==> config.mk <==
export PLATFORM = sky130hd
export DESIGN_NAME = spi_master_core
export DESIGN_NICKNAME = d
export VERILOG_FILES = /design/src/rtl/spi_master_core.sv
export SDC_FILE = /design/constraint.sdc
export NUM_CORES = 1
export LEC_CHECK = 0
export CAP_MARGIN = 20
export CORE_MARGIN = 3
export CORE_UTILIZATION = 30
export DETAILED_ROUTE_END_ITERATION = 8
export PLACE_DENSITY = 0.58
export SYNTH_ARGS = -nofsm -noshare
export SYNTH_HDL_FRONTEND = slang
export SYNTH_SLANG_ARGS = --single-unit
export TNS_END_PERCENT = 50
==> constraint.sdc <==
create_clock -name clk -period 2.5 [get_ports clk]
set_input_delay 0.25 -clock clk [delete_from_list [all_inputs] [get_ports clk]]
set_output_delay 0.25 -clock clk [all_outputs]
set_load 0.05 [all_outputs]
==> src/rtl/spi_master_core.sv <==
// SPI mode-0 (CPOL=0, CPHA=0, MSB first) byte shift engine that holds CS low across bursts.
// Define SPI_MASTER_LOOPBACK_EN to build the internal MOSI->sampler loopback selected by lb.
module spi_master_core #(
  parameter int DIV_W = 8
) (
  input  logic             clk,
  input  logic             rst_n,
  input  logic             cmd_valid,
  output logic             cmd_ready,
  input  logic [7:0]       cmd_data,
  input  logic             cmd_last,
  input  logic [DIV_W-1:0] clk_div,
  input  logic             lb,
  output logic             rsp_valid,
  output logic [7:0]       rsp_data,
  output logic             busy,
  output logic             spi_cs_n,
  output logic             spi_sck,
  output logic             spi_mosi,
  input  logic             spi_miso
);

  typedef enum logic [2:0] {IDLE, LEAD, SCK_HI, SCK_LO, WAIT, TRAIL, GAP} state_e;

  state_e           state_q, state_d;
  logic [7:0]       txShift_q, txShift_d;
  logic [7:0]       rxShift_q, rxShift_d;
  logic [7:0]       rspData_q, rspData_d;
  logic [2:0]       bitCnt_q, bitCnt_d;
  logic [DIV_W-1:0] divCnt_q, divCnt_d;
  logic [DIV_W-1:0] div_q, div_d;
  logic             last_q, last_d;
  logic             rspValid_q, rspValid_d;
  logic             live_q;
  logic             accept, tick, sampleBit, driveMosi;

  assign tick      = (divCnt_q == div_q);
  assign cmd_ready = live_q && ((state_q == IDLE) || (state_q == WAIT));
  assign accept    = cmd_valid && cmd_ready;
  assign driveMosi = (state_q != IDLE) && (state_q != GAP);

  assign busy      = (state_q != IDLE);
  assign spi_cs_n  = (state_q == IDLE) || (state_q == GAP);
  assign spi_sck   = (state_q == SCK_HI);
  assign rsp_valid = rspValid_q;
  assign rsp_data  = rspData_q;

`ifdef SPI_MASTER_LOOPBACK_EN
  logic lb_q;

  always_ff @(posedge clk or negedge rst_n) begin
    if (!rst_n) begin
      lb_q <= 1'b0;
    end else if (accept) begin
      lb_q <= lb;
    end
  end

  assign sampleBit = lb_q ? txShift_q[7] : spi_miso;
  assign spi_mosi  = (driveMosi && !lb_q) ? txShift_q[7] : 1'b0;
`else
  logic unusedLb;
  assign unusedLb  = lb;
  assign sampleBit = spi_miso;
  assign spi_mosi  = driveMosi ? txShift_q[7] : 1'b0;
`endif

  // cmd_ready must stay low while reset is held, so it is gated by a flag set one cycle after release
  always_ff @(posedge clk or negedge rst_n) begin
    if (!rst_n) begin
      live_q <= 1'b0;
    end else begin
      live_q <= 1'b1;
    end
  end

  always_ff @(posedge clk or negedge rst_n) begin
    if (!rst_n) begin
      state_q    <= IDLE;
      txShift_q  <= '0;
      rxShift_q  <= '0;
      rspData_q  <= '0;
      bitCnt_q   <= '0;
      divCnt_q   <= '0;
      div_q      <= '0;
      last_q     <= 1'b0;
      rspValid_q <= 1'b0;
    end else begin
      state_q    <= state_d;
      txShift_q  <= txShift_d;
      rxShift_q  <= rxShift_d;
      rspData_q  <= rspData_d;
      bitCnt_q   <= bitCnt_d;
      divCnt_q   <= divCnt_d;
      div_q      <= div_d;
      last_q     <= last_d;
      rspValid_q <= rspValid_d;
    end
  end

  // MISO is captured on the cycle edge that raises SCK, i.e. whenever SCK_HI is entered
  always_comb begin
    state_d    = state_q;
    txShift_d  = txShift_q;
    rxShift_d  = rxShift_q;
    rspData_d  = rspData_q;
    bitCnt_d   = bitCnt_q;
    div_d      = div_q;
    last_d     = last_q;
    rspValid_d = 1'b0;
    if ((state_q == IDLE) || (state_q == WAIT) || tick) begin
      divCnt_d = '0;
    end else begin
      divCnt_d = divCnt_q + 1'b1;
    end
    case (state_q)
      IDLE, WAIT: begin
        if (accept) begin
          txShift_d = cmd_data;
          last_d    = cmd_last;
          div_d     = clk_div;
          bitCnt_d  = '0;
          divCnt_d  = '0;
          state_d   = LEAD;
        end
      end
      LEAD, SCK_LO: begin
        if (tick) begin
          rxShift_d = {rxShift_q[6:0], sampleBit};
          state_d   = SCK_HI;
        end
      end
      SCK_HI: begin
        if (tick) begin
          if (bitCnt_q == 3'd7) begin
            rspValid_d = 1'b1;
            rspData_d  = rxShift_q;
            state_d    = last_q ? TRAIL : WAIT;
          end else begin
            txShift_d = {txShift_q[6:0], 1'b0};
            bitCnt_d  = bitCnt_q + 3'd1;
            state_d   = SCK_LO;
          end
        end
      end
      TRAIL: begin
        if (tick) begin
          state_d = GAP;
        end
      end
      GAP: begin
        if (tick) begin
          state_d = IDLE;
        end
      end
      default: state_d = IDLE;
    endcase
  end

endmodule

Word-level counts from Yosys, hierarchy flattened
Cells that the tools add are included.
{ "op_classes": {"n_shift": 0, "mul": 0, "n_mux": 23, "n_reduce_logical": 16, "bitwise_logic": 0, "div_mod_pow": 0, "add_sub_neg": 2, "order_cmp": 0, "n_eq_ne": 15} }
{ "op_table": {"columns": ["cell", "n"], "rows": [
  ["$mux 8", 6],
  ["$mux 3", 9],
  ["$pmux 8 s2", 1],
  ["$pmux 3 s5", 1],
  ["$eq 3x3->1 const B", 4],
  ["$ne 2x2->1 const B", 5],
  ["$add 8x1->8 const B", 1],
  ["$eq 8x8->1", 1],
  ["$eq 3x2->1 const B", 2],
  ["$pmux 3 s2", 1],
  ["$mux 1", 5],
  ["$reduce_and 5->1", 1],
  ["$reduce_and 2->1", 2],
  ["$reduce_and 4->1", 1],
  ["$reduce_or 2->1", 2],
  ["$add 3x1->3 const B", 1],
  ["$eq 3x1->1 const B", 1],
  ["$logic_and 1x1->1", 3],
  ["$logic_not 3->1", 1],
  ["$logic_or 1x1->1", 3],
  ["$ne 3x3->1 const B", 1],
  ["$reduce_and 3->1", 1],
  ["$reduce_bool 3->1", 1],
  ["$ne 2x1->1 const B", 1],
  ["$reduce_bool 2->1", 1]
]} }
{ "totals": {"ram_bits": 0, "output_inout_bits": 14, "mem_bits_ro": 0, "memories": 0, "wordCells": 66, "latchBits": 0, "in_bits": 22, "register_bits": 49} }

Depth between registers and ports, before layout
{ "depth": {"depth_word": 6, "depth_mapped": 7, "depth_no_buf": 6} }

Least setup slack after synthesis
Ideal clock, no wire load.
{ "synth_path": {"kind": "register -> output", "startpoint": "reg state_q[1]", "endpoint": "out spi_mosi", "t_arrival_ns": 1.842, "path_stages_with_launch": 5, "t_required_ns": 2.250, "slack_ns": 0.408, "n_path_buf": 1, "cell_sequence": "dfrtp_1 > clkbuf_1 > nand2b_1 > and3_1 > nor2b_1"} }
{ "synth_between": {"elab_chain_cells": 3, "word_cells_on_any_way": 4, "cone_classes": "eq/ne (1); mux (1); reduce/logical (2)"} }
{ "synth_rtl": {"columns": ["element", "line", "text"], "rows": [
  ["from (decl)", "25", "state_e state_q, state_d;"],
  ["from (signal assigned)", "89", "state_q <= state_d;"],
  ["$ne 3x3->1 or $reduce_bool 3->1 (tied branches)", "40", "assign driveMosi = (state_q != IDLE) && (state_q != GAP);"],
  ["$logic_and 1x1->1 *", "40", null],
  ["$mux 1 *", "65", "assign spi_mosi = driveMosi ? txShift_q[7] : 1'b0;"],
  ["to (decl)", "19", "output logic spi_mosi,"]
]} }
Every way passes the cells marked *; elsewhere a longest branch is shown, timed or not.

Worst setup path after layout
{ "layout_path": {"startpoint": "reg state_q[0]", "endpoint": "out spi_cs_n"} }
{ "layout_between": {"elab_chain_cells": 2, "word_cells_on_any_way": 3, "cone_classes": "eq/ne (1); reduce/logical (2)"} }
{ "layout_rtl": {"columns": ["element", "line", "text"], "rows": [
  ["$eq 3x3->1 or $logic_not 3->1 (tied branches)", "43", "assign spi_cs_n = (state_q == IDLE) || (state_q == GAP);"],
  ["$logic_or 1x1->1 *", "43", null],
  ["to (decl)", "17", "output logic spi_cs_n,"]
]} }
Marks and branches as above.

==> metrics.md <==
| Metric | Value |
|---|---|
| HP Class | input pin to async pin |
| Root Buffer | clkbuf_8 |
| DR vias | approximately 1.5k |
| Finish-stage setup viols | 0 |
| P_leak | ~1.2 nW |
| Final core utilization | 0.400 |
| Final period util | 0.931 |
| Yosys reg bits | 49 |
| Reg2reg path depth | 5 |
| Initial antenna violation count | 0 |
| Yosys top cell area share | 0.550 |
| Final HPWL DP | between 3000 and 4000 um |
| Synth area leaders | dfrtp_1 55%, mux2_2 12%, xnor2_1 4.3% |
| Share of layout cells above drive strength 1 | 0.211 |
| Worst-Margin Slew | about 0.64 ns |
| Crit path DAT | roughly 2.1 ns |
| Slew Limit Fails | 0 |
| P_sw | approximately 0.9 mW |
| Remaining DRCs | 0 |
| Final Hold Fails | 0 |
| Top cells by count, synth | 49 x dfrtp_1, 25 x nor2_1, 24 x mux2_2, 11 x xnor2_1, 9 x a21oi_1 |
| RR Startpoint | divCnt_q[5]$_DFF_PN0_ |
| Post-DR wirelength/cell | approximately 13 um |
| Core area | about 7000 um2 |
| Netlist cell types | 38 |
| Placed cell count | approximately 310 |
| Placer Congestion | approximately 0.77 |
| Worst Setup Path Type | flip-flop to output pin |
| Synth warn | 0 |
| Total track usage | 0.111 |
| Vias in the first global route | 1576 |
| Antenna-violating nets left | 0 |
| Async SR Flop Fraction | 1.00 |
| Ant diodes | 0 |
| Via-to-Cell Ratio | 4.59 |
| Final Skew | 0.00642 ns |
| Worst Setup SP | state_q[0]$_DFFE_PN0P_ |
| Die Span Y | just over 90 um |
| Worst relative slew slack | 0.573 |
| Critical path fanouts, max | 9 |
| H-tree levels | 2 |
| Area leader, netlist | dfrtp_1 |
| Clk_lat worst skew | a little over 0.3 ns |
| WP data required | approximately 2.3 ns |
| Fin cells | about 320 |
| Main synth FF type | dfrtp_1 |
| CTS sink cnt | between 40 and 50 |
| CTS tree | built |
| Unrepaired setup endpoints after global routing | no |
| Status | finished clean |
| Placed inst area | around 2700 um2 |
| Worst hold slack | 0.453 ns |
| Sequential power share | 0.471 |
| Nets@finish | between 200 and 300 |
| Number of buffers created by CTS | 5 |
| Layout filler cell count | about 700 |
| Max VDD drop | around 0.00040 V |
| Post-synth EDFFs | 0 |
| DR iter-0 viols | 76 |
| Setup_tns | 0 ns |
| Maximum clock frequency | 0.430 GHz |
| Die width | 92.2 um |
| Initial Util | 0.319 |
| Sw frac | 0.352 |
| Mean Syn Cell Area | ~12 um2 |
| Layout area overhead | 25.3% |
| Final Cell Area | approximately 2800 um2 |
| Post-Synthesis Cells | ~190 |
| Total congestion overflow | 0 |
| Floorplan row count | 30 |
| Clock Tree Buf Depth | 2 |
| Clock slew at reported path FFs | ~0.10 ns |
| Crit. End Element | output pin |
| Startpoint Class | flip-flop |
| Syn_nets | 210 |
| Count leader, synth | dfrtp_1 |
| First-pass GRT wire length | about 7600 um |
| Int Pwr | between 1.5 and 2 mW |
| Port bufs | 34 |
| Max cap viols | 0 |
| Min Clock Period, post-route | 2.33 ns |
| Largest net degree at the start of global routing | 27 |
| Seq/Total Area, Yosys | 0.550 |
| P per Cell Area | between 800 and 900 nW/um2 |
| Top Ports | 36 |
| Post-Route WL | approximately 4300 um |
| DR pass1 iterations | 4 |
| Die footprint | 8500 um2 |
| Combinational power share | 0.334 |
| Cell Area, Synth | between 2000 and 2500 um2 |
| Clock Power Share | 0.195 |
path summary, 6_finish.rpt:
path / endpoint / slack (ns)
max in group asynchronous: bitCnt_q[0]$_DFFE_PN0P_ / 1.77
worst max-delay path: spi_cs_n / 0.17
worst min-delay path: rsp_data[0]$_DFFE_PN0P_ / 0.45
worst max register to register: rsp_data[7]$_DFFE_PN0P_ / 0.53
worst min register to register: txShift_q[7]$_DFFE_PN0P_ / 0.51
min in group clk: txShift_q[7]$_DFFE_PN0P_ / 0.51
critical path, stage by stage, from the launching register on:
cell and delay, ns:
dfrtp_1 0.48, inv_1 0.23, and3_1 0.23, clkdlybuf4s50_1 0.83
cell usage in the layout (no fill, tap or decap), drive strengths merged, types with 2 or more instances in the layout:
cell type / count
buf: 7
xnor2: 11
o22a: 7
clkbuf: 5
and3: 4
nand2: 6
clkdlybuf4s50: 31
nand4: 2
a22o: 3
o22ai: 3
o21ba: 2
nor2: 26
xor2: 3
nand3: 4
nor2b: 2
ha: 3
clkinvlp: 2
dfrtp: 49
a21oi: 9
nand2b: 4
mux2: 24
nor4: 2
inv: 6
layer usage:
layer	global-route usage	up-vias	part of all wire
li1	-	725	-
met1	0.150	724	0.48
met2	0.170	26	0.46
met3	0.0312	6	0.046
met4	0.0408	0	0.017
met5	0	-	0
flip-flops by register name (all words and copies together), names as in the netlist:
name / flops
txShift_q: 8
last_q: 1
rxShift_q: 8
rsp_data: 8
rsp_valid: 1
divCnt_q: 8
div_q: 8
live_q: 1
state_q: 3
bitCnt_q: 3
layout make-up:
type                            count  area (um2)  share of cell area
Multi-Input combinational cell    125         950               0.340
Clock buffer                        5        68.8              0.0246
Sequential cell                    49        1230               0.439
Clock inverter                      3        26.3             0.00941
Tap cell                           96         120              0.0430
Timing Repair Buffer               40         383               0.137
Inverter                            5        18.8             0.00672
power by group through the flow:
stage / logic [mW] / registers [mW] / clock network [mW]
6_report: 0.837 / 1.18 / 0.488
5_1_grt: 0.938 / 1.22 / 0.545
4_1_cts: 0.856 / 1.19 / 0.504
3_5_place_dp: 0.854 / 1.20 / 0
3_3_place_gp: 0.837 / 1.19 / 0
2_1_floorplan: 0.682 / 1.15 / 0
stage by stage:
step	power, mW	worst slack [ns]
2_1_floorplan	1.83	0.408
3_3_place_gp	2.03	0.448
6_report	2.51	0.172
3_5_place_dp	2.05	0.410
5_1_grt	2.70	0.0689
4_1_cts	2.55	0.0512
cell families after synthesis:
kind of cell	share of synthesized area
adder cells (fa/ha/maj)	0.0168
flip-flops	0.550
multiplexers	0.126
AO/OA/AOI/OAI	0.0943
AND/OR/NAND/NOR	0.133
XOR/XNOR	0.0550
other	0.00168
buffers and inverters	0.0236
repair_timing:
action,4_1_cts,5_1_grt
hold endpoints to repair,49,0
hold buffers,1,0
resized for setup,0,1
buffers inserted,0,0
setup endpoints to repair,0,1
No activity file was read; power rests on OpenSTA's default activity.
